--- config.mk ---
export PLATFORM = sky130hd
export DESIGN_NAME = function8bit_bist
export DESIGN_NICKNAME = d
export VERILOG_FILES = /design/src/rtl/function8bit_bist.sv
export SDC_FILE = /design/constraint.sdc
export NUM_CORES = 1
export LEC_CHECK = 0
export CAP_MARGIN = 10
export CORE_MARGIN = 1
export CORE_UTILIZATION = 55
export DETAILED_ROUTE_END_ITERATION = 12
export GPL_TIMING_DRIVEN = 0
export PLACE_DENSITY = 0.85
export SYNTH_ARGS = -nofsm -noshare
export SYNTH_HDL_FRONTEND = slang
export SYNTH_SLANG_ARGS = --single-unit
--- constraint.sdc ---
create_clock -name clk -period 3.4 [get_ports clk]
set_clock_uncertainty 0.2 [all_clocks]
set_input_delay 0.34 -clock clk [delete_from_list [all_inputs] [get_ports clk]]
set_output_delay 0.34 -clock clk [all_outputs]
set_load 0.02 [all_outputs]
--- src/rtl/function8bit_bist.sv ---
// Exhaustive self-test driver/checker for the registered 8-input boolean function block:
// sweeps all 256 vectors, realigns a golden tag pipeline to the block's latency and scores y.
module function8bit_bist #(
    parameter int LATENCY   = 1,
    parameter int ERR_CNT_W = 9
) (
    input  logic                 clk,
    input  logic                 rst_n,
    input  logic                 start,
    output logic                 busy,
    output logic                 done,
    output logic [7:0]           vec_out,
    input  logic                 dut_y,
    output logic                 pass,
    output logic [ERR_CNT_W-1:0] err_count,
    output logic [7:0]           first_fail_vec,
    output logic                 first_fail_valid
);

    typedef enum logic [1:0] {
        ST_IDLE,
        ST_RUN,
        ST_DRAIN,
        ST_DONE
    } state_t;

    localparam logic [2:0] DRAIN_LAST = 3'(LATENCY - 1);

    state_t               r_state;
    state_t               w_state_nxt;
    logic [2:0]           r_drain_cnt;
    logic [LATENCY-1:0]   r_tag_valid;
    logic [LATENCY-1:0]   r_tag_exp;
    logic [7:0]           r_tag_vec [LATENCY];

    logic                 w_exp;
    logic                 w_mismatch;
    logic                 w_start_sweep;
    logic                 w_err_sat;

    assign w_exp = ((vec_out[7] & vec_out[6]) | vec_out[5])
                 ^ ((vec_out[4] & vec_out[3]) | vec_out[2])
                 ^ (vec_out[1] & vec_out[0]);

    assign w_mismatch    = r_tag_valid[LATENCY-1] && (dut_y != r_tag_exp[LATENCY-1]);
    assign w_start_sweep = (r_state == ST_IDLE) && start;
    assign w_err_sat     = (err_count == {ERR_CNT_W{1'b1}});

    assign busy = (r_state == ST_RUN) || (r_state == ST_DRAIN);
    assign done = (r_state == ST_DONE);

    // NOTE: sequential state uses non-blocking assignments so every register samples pre-edge values.
    always_ff @(posedge clk or negedge rst_n) begin
        if (!rst_n) begin
            r_state <= ST_IDLE;
        end else begin
            r_state <= w_state_nxt;
        end
    end

    // NOTE: the next state gets a default first, so no path through this block can infer a latch.
    always_comb begin
        w_state_nxt = r_state;
        case (r_state)
            ST_IDLE:  if (start) w_state_nxt = ST_RUN;
            ST_RUN:   if (vec_out == 8'hFF) w_state_nxt = ST_DRAIN;
            ST_DRAIN: if (r_drain_cnt == DRAIN_LAST) w_state_nxt = ST_DONE;
            ST_DONE:  w_state_nxt = ST_IDLE;
            default:  w_state_nxt = ST_IDLE;
        endcase
    end

    // NOTE: the tag pipeline is reset with the rest of the state; an abort must leave no stale valid tag.
    always_ff @(posedge clk or negedge rst_n) begin
        if (!rst_n) begin
            vec_out          <= 8'd0;
            r_drain_cnt      <= 3'd0;
            r_tag_valid      <= '0;
            r_tag_exp        <= '0;
            for (int i = 0; i < LATENCY; i++) r_tag_vec[i] <= 8'd0;
            err_count        <= '0;
            first_fail_vec   <= 8'd0;
            first_fail_valid <= 1'b0;
            pass             <= 1'b0;
        end else begin
            if (w_start_sweep) begin
                vec_out <= 8'd0;
            end else if (r_state == ST_RUN && vec_out != 8'hFF) begin
                vec_out <= vec_out + 8'd1;
            end

            if (r_state == ST_RUN) begin
                r_drain_cnt <= 3'd0;
            end else if (r_state == ST_DRAIN) begin
                r_drain_cnt <= r_drain_cnt + 3'd1;
            end

            for (int i = LATENCY - 1; i > 0; i--) begin
                r_tag_valid[i] <= r_tag_valid[i-1];
                r_tag_exp[i]   <= r_tag_exp[i-1];
                r_tag_vec[i]   <= r_tag_vec[i-1];
            end
            r_tag_valid[0] <= (r_state == ST_RUN);
            r_tag_exp[0]   <= w_exp;
            r_tag_vec[0]   <= vec_out;
            if (w_start_sweep) r_tag_valid <= '0;

            if (w_start_sweep) begin
                err_count        <= '0;
                first_fail_valid <= 1'b0;
                pass             <= 1'b0;
            end else begin
                if (w_mismatch && !w_err_sat) err_count <= err_count + 1'b1;
                if (w_mismatch && !first_fail_valid) begin
                    first_fail_vec   <= r_tag_vec[LATENCY-1];
                    first_fail_valid <= 1'b1;
                end
                // The final compare lands in the last DRAIN cycle, so fold it in directly.
                if (r_state == ST_DRAIN && w_state_nxt == ST_DONE) begin
                    pass <= (err_count == '0) && !w_mismatch;
                end
            end
        end
    end

endmodule

==> results by group <==
Run status
  – Outcome: completed

Placed design
  – Inst Count DP: 255
  – Post-DP HPWL: 2920 µm
  – Final RePlAce weighted congestion: 0.806
  – Port bufs: 32

Detailed routing
  – First-pass DRT Iterations: 4
  – Wirelength per Cell: 15.3 µm
  – Antenna Nets Post-Route: 0
  – DRT iter0 DRCs: 72
  – Via density: 5.69
  – Via count: 1501
  – Post-route DRC: 0
  – WL final: 4040 µm

Timing
  – Max-slew violations: 0
  – RSZ-0062 raised after global routing: false
  – Worst hold margin: 0.289 ns
  – Period minus WS final: 2.56 ns
  – Setup-failing EPs final: 0
  – Final Hold Fails: 0
  – Setup TNS: 0 ns
  – Slew margin rel.: 0.401
  – Final period utilization: 0.754
  – Slew @ Worst Pin: 0.898 ns
  – Max frequency: 390 MHz

Floorplanning
  – Row count: 21
  – Die X: 62.5 µm
  – Die Ht: 62.5 µm
  – Initial Util: 0.589
  – Ports: 33
  – Die ar.: 0.00391 mm²
  – Core area: 0.00342 mm²

Clock tree
  – TritonCTS Sinks: 42
  – CTS Buf Count: 5
  – Clock root cell: clkbuf_4
  – Clock Tree Buf Depth: 2
  – Post-CTS Setup Repair Bufs: 0
  – Clk_lat worst skew: 0.35 ns
  – Clock Pin Slew Worst Setup and Hold Paths: 0.12 ns
  – Htree depth: 2
  – CTS tree: built

Synth
  – Sequential fraction of the synthesis area: 0.522
  – Primary FF master, synth: dfrtp_1
  – Post-Syn Nets: 193
  – Area leader, netlist: dfrtp_1
  – Ys Warns: 0
  – Yosys top cell area share: 0.522
  – Synthesized flop and latch total: 42
  – Top cells by count, synth: dfrtp_1, nor2_1, ha_1, inv_1, o21ai_0
  – Top post-synthesis cells by area: dfrtp_1, ha_1, mux2_4
  – Distinct cell type count after synthesis: 37
  – Asr flop ratio synth: 1.00
  – EDFF count, synth: 0
  – Syn avg cell area: 11.4 µm²
  – Post-synthesis cell area: 0.00201 mm²
  – Count leader, synth: dfrtp_1
  – Cell count after synthesis: 177

Worst setup path
  – Worst-path cell chain: inv_1 -> ha_1 -> clkdlybuf4s50_1
  – Crit path kind: reg2out
  – Largest stage delay on the critical path: 0.64 ns
  – Max stage delay cell, worst path: clkdlybuf4s50_1
  – Crit end category: output pin
  – CP arrival: 2.02 ns
  – CP startpoint kind: flop
  – Crit-path max FO: 8
  – Req. time, crit path: 2.86 ns

Finish
  – # fillers: 237
  – Area Growth Syn to Fin: 22.9%
  – Fin cells: 264
  – Layout cells sized above 1: 0.101
  – Final #Nets: 233
  – # diodes: 0

Global routing
  – Initial antenna violation count: 0
  – Largest net degree at the start of global routing: 43
  – Vias in the first global route: 1436
  – GR Overflow Total: 0
  – First-pass GRT wire length: 6860 µm
  – Tot GR Track Use: 0.227

Power and ir drop
  – Maximum vdd drop: 0.394 mV
  – Seq pwr share: 0.410
  – P_sw: 0.659 mW
  – Power Density: 718 mW/mm²
  – Int Pwr: 1.12 mW
  – Combinational share of power: 0.415
  – Clk pwr share: 0.175
  – Sw Ratio: 0.371
  – Leak: 1.12 nW

Job
  – Max cap viols: 0

Hold path
  – Hold WC Path Type: reg2reg
power by group through the flow:
| stage | registers, mW | logic, mW | clock network [mW] |
|---|---|---|---|
| after CTS | 0.728 | 0.738 | 0.318 |
| after floorplan | 0.793 | 0.398 | 0 |
| final | 0.728 | 0.737 | 0.311 |
| after global routing | 0.745 | 0.802 | 0.334 |
| after detailed placement | 0.738 | 0.733 | 0 |
| after global placement | 0.724 | 0.691 | 0 |
critical path, delay by kind of cell, from the launching register on:
kind	cells	cell delay (ns)
flip-flops	1	0.44
buffers and inverters	2	0.81
adder cells (fa/ha/maj)	1	0.43
flip-flops by register name, summed over array words and instances (netlist names):
signal            count
r_tag_vec             8
r_drain_cnt           3
r_state               2
first_fail_vec        8
err_count             9
r_tag_valid           1
first_fail_valid      1
vec_out               8
pass                  1
r_tag_exp             1
per-layer routing:
layer	up-vias	part of all wire	global-route usage	wire (µm)
met5	-	0	0	0
met2	52	0.52	0.379	2110
li1	691	-	-	-
met3	9	0.056	0.0456	224
met1	749	0.40	0.290	1630
met4	0	0.018	0.0872	73
cell families (layout without fill, tap and decap cells):
logic type | Yosys count | count (layout) | share of synthesized area
AOI/OAI and AO/OA | 30 | 30 | 0.0889
xor gates and xnor gates | 12 | 12 | 0.0559
adders and majority gates | 12 | 12 | 0.0746
buffers and inverters | 16 | 57 | 0.0336
DFF | 42 | 42 | 0.522
muxes | 13 | 13 | 0.0851
and+or+nand+nor | 52 | 52 | 0.140
through the flow:
step | power, mW | cell area (µm²) | utilization | setup slack (ns)
after CTS | 1.78 | 2470 | 0.724 | 0.822
after floorplan | 1.19 | 2010 | - | 1.25
final | 1.78 | 2470 | 0.724 | 0.837
after global placement | 1.41 | 2390 | 0.700 | 0.841
after detailed placement | 1.47 | 2390 | 0.699 | 1.00
after global routing | 1.88 | 2470 | 0.724 | 0.772
worst paths after layout:
kind | to | from | slack (ns) | depth (start not counted)
worst max-delay path | busy | r_state[0] | 0.84 | 3
worst min-delay path | first_fail_vec[5] | r_tag_vec[5] | 0.29 | 1
worst max register to register | first_fail_vec[2] | r_state[0] | 0.97 | 7
worst min register to register | first_fail_vec[5] | r_tag_vec[5] | 0.29 | 1
max in group asynchronous | first_fail_vec[1] | rst_n | 2.00 | 2
min in group asynchronous | vec_out[7] | rst_n | 0.45 | 2
what timing repair did:
action                    CTS  global route
hold buffers                1             0
resized for setup           0             0
hold endpoints to repair   42             0
layout make-up:
cell class	instances	area, µm²	share of cell area
sequential	42	1050	0.425
clock inverter	3	40.0	0.0162
timing repair buffer	33	325	0.132
inverter	12	45.0	0.0182
multi-input combinational	119	895	0.362
clock buffer	5	37.5	0.0152
buffer	4	22.5	0.00910
tap	46	57.6	0.0233
cells in the final DEF, fill, tap and decap left out, types with 2 or more instances in the layout:
master	synthesis	final
a21oi_1	10	10
nand2b_1	3	3
xor2_1	7	7
nor2_1	15	15
mux2i_1	4	4
or3_1	6	6
o2111ai_1	2	2
mux2_4	8	8
xnor2_1	4	4
nand3_1	3	3
nand2_1	7	7
and2_1	2	2
nand4_1	5	5
ha_1	12	12
clkbuf_4	0	5
or2_2	2	2
clkbuf_1	3	3
clkdlybuf4s50_1	0	31
dfrtp_1	42	42
o21ai_0	11	11
clkinv_2	0	2
nand3b_1	2	2
inv_1	12	12
Note: power is estimated with default switching activity, not from simulation.
